<file path="src/rtl/branch_pred_if.sv">
// ---------------------------------------------------------------------------
// branch_pred_if
//   Bundles the fetch lookup port, the resolved-branch update port and the
//   registered prediction outputs of branch_pred_unit.
//
//   Handshake: every *_VALID_SI strobe is a single-cycle, valid-only
//   qualifier. There is no ready signal because the predictor accepts a
//   lookup and an update every cycle. PRED_VALID_SP is LKP_VALID_SI delayed by
//   exactly one clock, and the other PRED_* fields are zero whenever
//   PRED_VALID_SP is zero.
//
//   master : fetch/decode side (drives lookup, update and flush)
//   slave  : predictor side   (drives the PRED_* outputs)
// ---------------------------------------------------------------------------
interface branch_pred_if #(
    parameter int ADR_W = 32
);
    logic             LKP_VALID_SI;
    logic [ADR_W-1:0] LKP_ADR_SI;

    logic             PRED_VALID_SP;
    logic             PRED_TAKEN_SP;
    logic [ADR_W-1:0] PRED_ADR_SP;
    logic             PRED_RAS_SP;

    logic             UPD_VALID_SI;
    logic [ADR_W-1:0] UPD_ADR_SI;
    logic [ADR_W-1:0] UPD_TARGET_SI;
    logic             UPD_TAKEN_SI;
    logic             UPD_CALL_SI;
    logic             UPD_RET_SI;
    logic [ADR_W-1:0] UPD_RET_ADR_SI;

    logic             FLUSH_SI;

    modport master (
        output LKP_VALID_SI, LKP_ADR_SI,
        output UPD_VALID_SI, UPD_ADR_SI, UPD_TARGET_SI, UPD_TAKEN_SI,
        output UPD_CALL_SI, UPD_RET_SI, UPD_RET_ADR_SI, FLUSH_SI,
        input  PRED_VALID_SP, PRED_TAKEN_SP, PRED_ADR_SP, PRED_RAS_SP
    );

    modport slave (
        input  LKP_VALID_SI, LKP_ADR_SI,
        input  UPD_VALID_SI, UPD_ADR_SI, UPD_TARGET_SI, UPD_TAKEN_SI,
        input  UPD_CALL_SI, UPD_RET_SI, UPD_RET_ADR_SI, FLUSH_SI,
        output PRED_VALID_SP, PRED_TAKEN_SP, PRED_ADR_SP, PRED_RAS_SP
    );
endinterface

</file>
<file path="src/rtl/branch_pred_unit.sv">
// ---------------------------------------------------------------------------
// branch_pred_unit
//   Fetch-side branch predictor: fully associative BTB with 2-bit saturating
//   counters and a per-entry return flag, plus a circular return address
//   stack. Predictions are registered (one-cycle lookup latency). Updates
//   written in cycle N are seen by lookups issued in cycle N+1.
//
// Ports
//   clk      : clock
//   reset_n  : asynchronous, active-low reset
//   bp       : branch_pred_if.slave (lookup, update, flush, prediction)
//
// The ADR_W parameter must match the ADR_W of the connected interface.
// ---------------------------------------------------------------------------
module branch_pred_unit #(
    parameter int BTB_ENTRIES = 8,
    parameter int RAS_DEPTH   = 8,
    parameter int ADR_W       = 32
) (
    input  logic           clk,
    input  logic           reset_n,
    branch_pred_if.slave   bp
);
    localparam int BI_W = $clog2(BTB_ENTRIES);
    localparam int RP_W = $clog2(RAS_DEPTH);
    localparam int RC_W = RP_W + 1;

    // BTB storage
    logic             btb_valid  [BTB_ENTRIES];
    logic [ADR_W-1:0] btb_tag    [BTB_ENTRIES];
    logic [ADR_W-1:0] btb_target [BTB_ENTRIES];
    logic [1:0]       btb_ctr    [BTB_ENTRIES];
    logic             btb_ret    [BTB_ENTRIES];
    logic [BI_W-1:0]  rr_ptr;

    // RAS storage: ras_ptr always addresses the top-of-stack slot
    logic [ADR_W-1:0] ras_mem [RAS_DEPTH];
    logic [RP_W-1:0]  ras_ptr;
    logic [RC_W-1:0]  ras_cnt;
    logic [RP_W-1:0]  ras_ptr_inc;
    logic [RP_W-1:0]  ras_ptr_dec;

    // Prediction registers
    logic             pred_valid_q;
    logic             pred_taken_q;
    logic [ADR_W-1:0] pred_adr_q;
    logic             pred_ras_q;

    // Combinational lookup / update decode
    logic             lkp_hit;
    logic [BI_W-1:0]  lkp_idx;
    logic             pred_taken_d;
    logic [ADR_W-1:0] pred_adr_d;
    logic             pred_ras_d;

    logic             upd_hit;
    logic [BI_W-1:0]  upd_idx;
    logic             has_invalid;
    logic [BI_W-1:0]  inv_idx;
    logic [BI_W-1:0]  victim_idx;

    assign ras_ptr_inc = ras_ptr + RP_W'(1);
    assign ras_ptr_dec = ras_ptr - RP_W'(1);

    // Tag search. Scanning from the top index down lets the lowest matching
    // index be the last one written, so it wins on multiple matches.
    always_comb begin
        lkp_hit     = 1'b0;
        lkp_idx     = '0;
        upd_hit     = 1'b0;
        upd_idx     = '0;
        has_invalid = 1'b0;
        inv_idx     = '0;
        for (int i = BTB_ENTRIES - 1; i >= 0; i--) begin
            if (btb_valid[i] && btb_tag[i] == bp.LKP_ADR_SI) begin
                lkp_hit = 1'b1;
                lkp_idx = BI_W'(i);
            end
            if (btb_valid[i] && btb_tag[i] == bp.UPD_ADR_SI) begin
                upd_hit = 1'b1;
                upd_idx = BI_W'(i);
            end
            if (!btb_valid[i]) begin
                has_invalid = 1'b1;
                inv_idx     = BI_W'(i);
            end
        end
        victim_idx = has_invalid ? inv_idx : rr_ptr;
    end

    // Prediction for the presented PC, using pre-update state.
    always_comb begin
        pred_taken_d = 1'b0;
        pred_adr_d   = '0;
        pred_ras_d   = 1'b0;
        if (lkp_hit) begin
            if (!btb_ret[lkp_idx]) begin
                pred_taken_d = btb_ctr[lkp_idx][1];
                pred_adr_d   = btb_target[lkp_idx];
            end else if (ras_cnt != '0) begin
                pred_taken_d = 1'b1;
                pred_adr_d   = ras_mem[ras_ptr];
                pred_ras_d   = 1'b1;
            end
        end
    end

    always_ff @(posedge clk or negedge reset_n) begin
        if (!reset_n) begin
            pred_valid_q <= 1'b0;
            pred_taken_q <= 1'b0;
            pred_adr_q   <= '0;
            pred_ras_q   <= 1'b0;
        end else if (bp.FLUSH_SI || !bp.LKP_VALID_SI) begin
            pred_valid_q <= 1'b0;
            pred_taken_q <= 1'b0;
            pred_adr_q   <= '0;
            pred_ras_q   <= 1'b0;
        end else begin
            pred_valid_q <= 1'b1;
            pred_taken_q <= pred_taken_d;
            pred_adr_q   <= pred_adr_d;
            pred_ras_q   <= pred_ras_d;
        end
    end

    // BTB update / allocation. Flush wins over a same-cycle update.
    always_ff @(posedge clk or negedge reset_n) begin
        if (!reset_n) begin
            for (int i = 0; i < BTB_ENTRIES; i++) begin
                btb_valid[i]  <= 1'b0;
                btb_tag[i]    <= '0;
                btb_target[i] <= '0;
                btb_ctr[i]    <= 2'b00;
                btb_ret[i]    <= 1'b0;
            end
            rr_ptr <= '0;
        end else if (bp.FLUSH_SI) begin
            for (int i = 0; i < BTB_ENTRIES; i++) begin
                btb_valid[i] <= 1'b0;
            end
            rr_ptr <= '0;
        end else if (bp.UPD_VALID_SI) begin
            if (upd_hit) begin
                if (bp.UPD_RET_SI) begin
                    btb_ctr[upd_idx] <= 2'b11;
                end else if (bp.UPD_TAKEN_SI) begin
                    if (btb_ctr[upd_idx] != 2'b11) btb_ctr[upd_idx] <= btb_ctr[upd_idx] + 2'd1;
                end else begin
                    if (btb_ctr[upd_idx] != 2'b00) btb_ctr[upd_idx] <= btb_ctr[upd_idx] - 2'd1;
                end
                if (bp.UPD_TAKEN_SI) btb_target[upd_idx] <= bp.UPD_TARGET_SI;
                btb_ret[upd_idx] <= bp.UPD_RET_SI;
            end else if (bp.UPD_TAKEN_SI || bp.UPD_RET_SI) begin
                btb_valid[victim_idx]  <= 1'b1;
                btb_tag[victim_idx]    <= bp.UPD_ADR_SI;
                btb_target[victim_idx] <= bp.UPD_TARGET_SI;
                btb_ctr[victim_idx]    <= bp.UPD_RET_SI ? 2'b11 : 2'b10;
                btb_ret[victim_idx]    <= bp.UPD_RET_SI;
                // Pointer only moves when it actually chose the victim.
                if (!has_invalid) rr_ptr <= rr_ptr + BI_W'(1);
            end
        end
    end

    // Return address stack. A full push wraps over the oldest slot; the count
    // simply stays saturated at RAS_DEPTH.
    always_ff @(posedge clk or negedge reset_n) begin
        if (!reset_n) begin
            for (int i = 0; i < RAS_DEPTH; i++) begin
                ras_mem[i] <= '0;
            end
            ras_ptr <= '0;
            ras_cnt <= '0;
        end else if (bp.FLUSH_SI) begin
            ras_cnt <= '0;
        end else if (bp.UPD_VALID_SI) begin
            if (bp.UPD_CALL_SI && bp.UPD_RET_SI) begin
                // Tail call style: replace the top in place.
                ras_mem[ras_ptr] <= bp.UPD_RET_ADR_SI;
                if (ras_cnt == '0) ras_cnt <= RC_W'(1);
            end else if (bp.UPD_CALL_SI) begin
                ras_ptr              <= ras_ptr_inc;
                ras_mem[ras_ptr_inc] <= bp.UPD_RET_ADR_SI;
                if (ras_cnt != RC_W'(RAS_DEPTH)) ras_cnt <= ras_cnt + RC_W'(1);
            end else if (bp.UPD_RET_SI && ras_cnt != '0) begin
                ras_ptr <= ras_ptr_dec;
                ras_cnt <= ras_cnt - RC_W'(1);
            end
        end
    end

    assign bp.PRED_VALID_SP = pred_valid_q;
    assign bp.PRED_TAKEN_SP = pred_taken_q;
    assign bp.PRED_ADR_SP   = pred_adr_q;
    assign bp.PRED_RAS_SP   = pred_ras_q;
endmodule

</file>
<file path="src/flat_wrapper.sv">
// flat-port wrapper written by rule: the top's interface ports become plain ports
module branch_pred_unit_flat 
#(
    parameter int BTB_ENTRIES = 8,
    parameter int RAS_DEPTH   = 8,
    parameter int ADR_W       = 32
)
  (clk, reset_n, bp_LKP_VALID_SI, bp_LKP_ADR_SI, bp_UPD_VALID_SI, bp_UPD_ADR_SI, bp_UPD_TARGET_SI, bp_UPD_TAKEN_SI, bp_UPD_CALL_SI, bp_UPD_RET_SI, bp_UPD_RET_ADR_SI, bp_FLUSH_SI, bp_PRED_VALID_SP, bp_PRED_TAKEN_SP, bp_PRED_ADR_SP, bp_PRED_RAS_SP);
  branch_pred_if #(.ADR_W(ADR_W)) bp_i ();
  input  logic clk;
  input  logic reset_n;
  input wire logic [$bits(bp_i.LKP_VALID_SI)-1:0] bp_LKP_VALID_SI;
  input wire logic [$bits(bp_i.LKP_ADR_SI)-1:0] bp_LKP_ADR_SI;
  input wire logic [$bits(bp_i.UPD_VALID_SI)-1:0] bp_UPD_VALID_SI;
  input wire logic [$bits(bp_i.UPD_ADR_SI)-1:0] bp_UPD_ADR_SI;
  input wire logic [$bits(bp_i.UPD_TARGET_SI)-1:0] bp_UPD_TARGET_SI;
  input wire logic [$bits(bp_i.UPD_TAKEN_SI)-1:0] bp_UPD_TAKEN_SI;
  input wire logic [$bits(bp_i.UPD_CALL_SI)-1:0] bp_UPD_CALL_SI;
  input wire logic [$bits(bp_i.UPD_RET_SI)-1:0] bp_UPD_RET_SI;
  input wire logic [$bits(bp_i.UPD_RET_ADR_SI)-1:0] bp_UPD_RET_ADR_SI;
  input wire logic [$bits(bp_i.FLUSH_SI)-1:0] bp_FLUSH_SI;
  output wire logic [$bits(bp_i.PRED_VALID_SP)-1:0] bp_PRED_VALID_SP;
  output wire logic [$bits(bp_i.PRED_TAKEN_SP)-1:0] bp_PRED_TAKEN_SP;
  output wire logic [$bits(bp_i.PRED_ADR_SP)-1:0] bp_PRED_ADR_SP;
  output wire logic [$bits(bp_i.PRED_RAS_SP)-1:0] bp_PRED_RAS_SP;
  assign bp_i.LKP_VALID_SI = bp_LKP_VALID_SI;
  assign bp_i.LKP_ADR_SI = bp_LKP_ADR_SI;
  assign bp_i.UPD_VALID_SI = bp_UPD_VALID_SI;
  assign bp_i.UPD_ADR_SI = bp_UPD_ADR_SI;
  assign bp_i.UPD_TARGET_SI = bp_UPD_TARGET_SI;
  assign bp_i.UPD_TAKEN_SI = bp_UPD_TAKEN_SI;
  assign bp_i.UPD_CALL_SI = bp_UPD_CALL_SI;
  assign bp_i.UPD_RET_SI = bp_UPD_RET_SI;
  assign bp_i.UPD_RET_ADR_SI = bp_UPD_RET_ADR_SI;
  assign bp_i.FLUSH_SI = bp_FLUSH_SI;
  assign bp_PRED_VALID_SP = bp_i.PRED_VALID_SP;
  assign bp_PRED_TAKEN_SP = bp_i.PRED_TAKEN_SP;
  assign bp_PRED_ADR_SP = bp_i.PRED_ADR_SP;
  assign bp_PRED_RAS_SP = bp_i.PRED_RAS_SP;
  branch_pred_unit #(.BTB_ENTRIES(BTB_ENTRIES), .RAS_DEPTH(RAS_DEPTH), .ADR_W(ADR_W)) u_core (.clk(clk), .reset_n(reset_n), .bp(bp_i));
endmodule
</file>
<file path="config.mk">
export PLATFORM = sky130hd
export DESIGN_NAME = branch_pred_unit_flat
export DESIGN_NICKNAME = d
export VERILOG_FILES = /design/src/rtl/branch_pred_if.sv /design/src/rtl/branch_pred_unit.sv /design/src/flat_wrapper.sv
export SDC_FILE = /design/constraint.sdc
export NUM_CORES = 2
export LEC_CHECK = 0
export CAP_MARGIN = 15
export CORE_AREA = 4 4 370 372
export CTS_CLUSTER_DIAMETER = 50
export DETAILED_ROUTE_END_ITERATION = 7
export DIE_AREA = 0 0 374 376
export DONT_BUFFER_PORTS = 1
export GPL_TIMING_DRIVEN = 0
export MAX_ROUTING_LAYER = met4
export PLACE_DENSITY = 0.58
export SLEW_MARGIN = 0
export SYNTH_ARGS = -nofsm -noshare
export SYNTH_HDL_FRONTEND = slang
export SYNTH_SLANG_ARGS = --single-unit
</file>
<file path="constraint.sdc">
create_clock -name clk -period 4.6 [get_ports clk]
set_input_delay 0.69 -clock clk [delete_from_list [all_inputs] [get_ports clk]]
set_output_delay 0.69 -clock clk [all_outputs]
set_load 0.01 [all_outputs]
</file>
# Yosys cells after proc, flatten, opt, wreduce, memory -nomap -nowiden
# Index checks and enable logic that the tools add are counted.
# totals
word_cells	283
in_bits	136
ff_bits	845
# classes
n_reduce_logical	43
eq_ne	25
add_sub_neg	7
n_lt_le_gt_ge	9
muxes	134
n_bitwise	10
# ops
cell	count
$bwmux 256	5
$mux 256	5
$eq 32x32->1	16
$demux 32 s3	4
$mux 32	12
$bmux 32 s3	2
$mux 16	6
$mux 3	32
$bwmux 16	3
$mux 8	6
$mux 1	37
$mux 4	7
$logic_and 1x1->1	22
$ge 4x4->1 const B	5
$not 3->4	5
$reduce_and 4->1	5
$bwmux 8	2
$lt 4x1->1 const B	4
$or 16x16->16	1
$bmux 2 s3	2
$demux 2 s3	2
$mux 2	6
$ne 4x4->1 const B	3
$reduce_bool 2->1	6
other kinds (19)	30

# Longest topological paths before layout
# depth
depth_word	20
depth_mapped	20
mapped_depth_nobuf	17

# Worst setup path before layout
# No wires, ideal clock.
# synth_timing
kind	input to register
start	input bp_UPD_ADR_SI[1]
end	register u_core.btb_tag[67] (netlist name)
path_slack_ns	0.164
t_arrival_ns	4.309
cell_stages	19
path_cell_list	buf_4 xor2_1 nor4_1 nand4_1 or4_4 and2_1 buf_6 nand3_1 a2bb2oi_1 o21ai_0 a211oi_1 o221ai_1 ha_1 a31oi_1 nor2_1 o21ai_2 nand4_2 buf_2 mux2_1
# synth_via
elab_chain_len	12
elab_cells_between_ends	26
cone_classes	8 x eq/ne; 8 x mux; 1 x bitwise; 9 x reduce/logical
# synth_lines
item	line_no	source
start: declaration	flat_wrapper.sv:15	input wire logic [$bits(bp_i.UPD_ADR_SI)-1:0] bp_UPD_ADR_SI;
$eq 32x32->1	branch_pred_unit.sv:79	if (btb_valid[i] && btb_tag[i] == bp.UPD_ADR_SI) begin
$logic_and 1x1->1	branch_pred_unit.sv:79	
$mux 1 (7 in a row)	branch_pred_unit.sv:79	
$mux 1 *	branch_pred_unit.sv:79	
$not 1->1 (no source line) *	n/a	
$reduce_and 4->1 (no source line) *	n/a	
end signal: indexed assignment	branch_pred_unit.sv:156	btb_tag[victim_idx] <= bp.UPD_ADR_SI;
end: declaration	branch_pred_unit.sv:30	logic [ADR_W-1:0] btb_tag [BTB_ENTRIES];
# Mark *: on every way between the ends. The rest lies on a longest branch, timed or not.
# A chain may end at the register's enable or synchronous reset.

# Final worst setup path
# layout_timing
start	input bp_LKP_ADR_SI[3]
end	register u_core.pred_adr_q[1] (netlist: u_core.bp.PRED_ADR_SP[1])
# layout_via
elab_chain_len	17
elab_cells_between_ends	42
cone_classes	8 x eq/ne; 25 x mux; 1 x bitwise; 8 x reduce/logical
# layout_lines
item	line_no	source
start: declaration	flat_wrapper.sv:13	input wire logic [$bits(bp_i.LKP_ADR_SI)-1:0] bp_LKP_ADR_SI;
$eq 32x32->1	branch_pred_unit.sv:75	if (btb_valid[i] && btb_tag[i] == bp.LKP_ADR_SI) begin
$logic_and 1x1->1	branch_pred_unit.sv:75	
$mux 3 (8 in a row)	branch_pred_unit.sv:75	
$not 3->4 (not written as such)	branch_pred_unit.sv:97, branch_pred_unit.sv:99	
$bmux 32 s3 or $bmux 1 s3 (tied branches)	branch_pred_unit.sv:99, branch_pred_unit.sv:97	
$mux 32 (not written as such) or $mux 1 (tied branches) (2 in a row)	branch_pred_unit.sv:99, branch_pred_unit.sv:97	
$mux 32	branch_pred_unit.sv:97	if (!btb_ret[lkp_idx]) begin
$mux 32 *	branch_pred_unit.sv:96	if (lkp_hit) begin
$mux 32 *	branch_pred_unit.sv:114	end else if (bp.FLUSH_SI || !bp.LKP_VALID_SI) begin
end signal: assignment	branch_pred_unit.sv:122	pred_adr_q <= pred_adr_d;
end: declaration	branch_pred_unit.sv:46	logic [ADR_W-1:0] pred_adr_q;
# Mark *: on every way between the ends. The rest lies on a longest branch, timed or not. The select of a mux whose other input is x is not followed.

==> qor.csv <==
metric;value;unit
synthesis.nets;3709;
hpwl;104000;um
fin_tns_setup;0;ns
min_period;4.59;ns
grt.total_usage;22.1;%
place_inst;5348;
synthFlopType;dfrtp_1;
io_pins;171;
hold_ws;-0.0790;ns
setup_viol_count_final;0;
ant_nets;0;
post-place-ws;-1.71;ns
cts_buffer_depth;3;
max_freq;218;MHz
p_leak;22.0;nW
rows;134;
cts_tree;built;
cp-startpoint;bp_LKP_ADR_SI[3];
syn_inst;3565;
ys_warn_count;0;
yosys.area.top_type;dfrtp_1;
synth_area_leaders;dfrtp_1 48%, mux2_2 19%, xnor2_1 5.6%;
worst_slack;0.0128;ns
grt.overflow.total;0;
synth_top_area_share;48.3;%
grt_pass1_vias;30769;
clkTransAtPathRegs;0.06;ns
hold_path.class;input port to asynchronous set/reset pin;
cts_root_buf;clkbuf_16;
area_delta_synth_final;14.8;%
rr_endpoint;u_core.bp.PRED_ADR_SP[1];
initial_core_util;32.8;%
drive_above_1_share;32.2;%
grt_antenna_before_repair;4;
finalHoldViolations;14;
worstPathRequired;5.19;ns
outcome;finished with violations;
avgSynthCellArea;12.3;um^2
failed_checks;negative hold slack, max-slew violations;
ys_ff_latch;845;
drt_iter0_markers;3033;
finalCritPeriodShare;99.7;%
reg2regPathDepth;12;
nets;3842;
die_y;376;um
dieWidth;374;um
dpl-instance-area;0.0462;mm^2
critPathArrivalTime;5.18;ns
cap_viol_max_count;0;
via_count;30850;
synth-async-reset-ratio;100;%
drc;0;
yosysSeqAreaShare;48.3;%
wl_per_cell;28.1;um
clk_latency;0.73;ns
first_pass_iters;5;
drv_slew;338;
io_buffers;0;
grt_pass1_wl;222000;um
r2r_setup_slack;0.06;ns
utilization;37.7;%
end_kind;flop;
final_cells;5548;
dieArea;0.141;mm^2
r2r-start;u_core.btb_tag[151];
vias_per_cell;5.56;
yosys.cell_types.count;85;
startpoint_type;input port;
peakVddDrop;0.000301;V
power.density_cell_area;457;mW/mm^2
totalWireLength;156000;um
synth_edf_count;0;
clock_skew;0.0636;ns
relSlewSlack;-8.11;%
grt_max_degree;846;
clock_sinks;845;
fin_area;0.0502;mm^2
syn_area;0.0437;mm^2
p_total;23.0;mW
criticalPathCategory;input port to flop;
core;0.133;mm^2
gp_congestion;0.969;
cp_max_fo;10;
cts_made_buffers;95;
cts_max_level;3;
worst_pin_slew;1.62;ns
[final cells by class]
type	instances	area (um^2)
Clock buffer	124	2660
Buffer	257	1480
Antenna cell	5	12.5
Sequential cell	845	21100
Clock inverter	50	766
Inverter	41	161
Fill cell	12874	83100
Timing Repair Buffer	37	533
Tap cell	1768	2210
Multi-Input combinational cell	2421	21300
[metal layers]
metal	part of all wire [%]	up-vias	global-route usage (%)
li1	-	13198	-
met1	44	16023	29.3
met2	44	1244	33.0
met3	7.4	385	4.49
met4	4.8	0	9.43
met5	0	-	-
[flip-flops by register name, indices dropped and copies added (netlist names)]
| register | count |
|---|---|
| u_core.btb_tag | 256 |
| u_core.bp.PRED_TAKEN_SP | 1 |
| u_core.ras_cnt | 4 |
| u_core.bp.PRED_RAS_SP | 1 |
| u_core.rr_ptr | 3 |
| u_core.bp.PRED_ADR_SP | 32 |
| u_core.ras_mem | 256 |
| u_core.btb_target | 256 |
| u_core.btb_ctr | 16 |
| u_core.bp.PRED_VALID_SP | 1 |
| u_core.btb_valid | 8 |
| u_core.ras_ptr | 3 |
| u_core.btb_ret | 8 |
[cell families after synthesis]
family	after synthesis	share of synthesized area, %
compound gates	386	6.41
xor+xnor	514	10.3
fa+ha+maj	8	0.246
buf+inv	299	3.44
flops	845	48.3
mux	907	23.5
simple gates	606	7.74
[worst max path at each step]
| stage | to | slack [ns] | depth (start not counted) |
|---|---|---|---|
| 5_1_grt | u_core.btb_tag[92] | -0.03 | 18 |
| 3_5_place_dp | u_core.btb_tag[71] | -1.71 | 18 |
| 4_1_cts | u_core.btb_tag[67] | -0.002 | 18 |
| 6_report | u_core.bp.PRED_ADR_SP[1] | 0.01 | 13 |
| 2_1_floorplan | u_core.btb_tag[67] | 0.16 | 19 |
| 3_3_place_gp | u_core.btb_tag[67] | -1.71 | 18 |
[report_power, final]
group	switching (mW)	internal, mW
clock	3.39	4.86
sequential	0.990	9.01
combinational	2.44	2.28
total	6.82	16.2
[critical path, stage by stage]
cell and delay, ns:
clkbuf_2 0.37, xor2_1 0.26, nor4_1 0.59, nand3_1 0.19, or4_1 0.61, and2_1 0.23, buf_2 0.16, nand2_1 0.12
o21ai_1 0.35, clkbuf_2 0.36, a221oi_1 0.46, o211ai_1 0.36, mux2i_2 0.39
[cells in the final DEF, fill, tap and decap left out, types with 22 or more instances in the layout]
master / Yosys / final
clkbuf_2: 2 / 22
buf_6: 22 / 25
inv_1: 39 / 37
nand4_1: 127 / 127
nand2_1: 119 / 118
buf_2: 95 / 70
nand3_1: 49 / 48
mux2i_1: 109 / 105
clkbuf_16: 0 / 98
mux2_2: 733 / 733
xor2_1: 235 / 234
dfrtp_1: 845 / 844
a31oi_1: 39 / 38
o211ai_1: 44 / 44
nor3_1: 28 / 28
clkbuf_1: 112 / 102
nor4_1: 96 / 86
nor2_1: 52 / 50
buf_4: 26 / 51
o21ai_0: 49 / 48
a221oi_1: 34 / 33
mux2_4: 58 / 58
xnor2_1: 279 / 279
nand2b_1: 59 / 59
a22oi_1: 130 / 130
[what timing repair did]
action,CTS,global route
endpoints found under the hold margin,845,0
gates resized for setup,42,64
setup buffers,7,8
pin swaps,7,18
endpoints found under the setup margin,202,84
cloned,0,2
[Yosys cell counts (4+ instances only)]
cell         n
or4_1        7
buf_6       22
o2111ai_1    5
buf_4       26
or3_1        4
nand3_1     49
xnor2_1    279
a221oi_1    34
nor2_1      52
o211ai_1    44
nand2b_1    59
mux2_4      58
dfrtp_1    845
o31ai_1      7
nor4b_1      6
nand4b_1    11
nand2_1    119
nor4_1      96
nor2b_1      5
o21ai_0     49
a2bb2oi_1    4
buf_2       95
a31oi_1     39
mux2_1       7
and3_1      12
clkbuf_1   112
and2_1       9
a21o_1       6
inv_1       39
a22oi_1    130
o221ai_1     4
nor3_1      28
nand2_2      4
mux2i_1    109
xor2_1     235
ha_1         7
mux2_2     733
o22ai_1      6
nand4_1    127
a21oi_1     18
(Power assumes the default switching activity.)
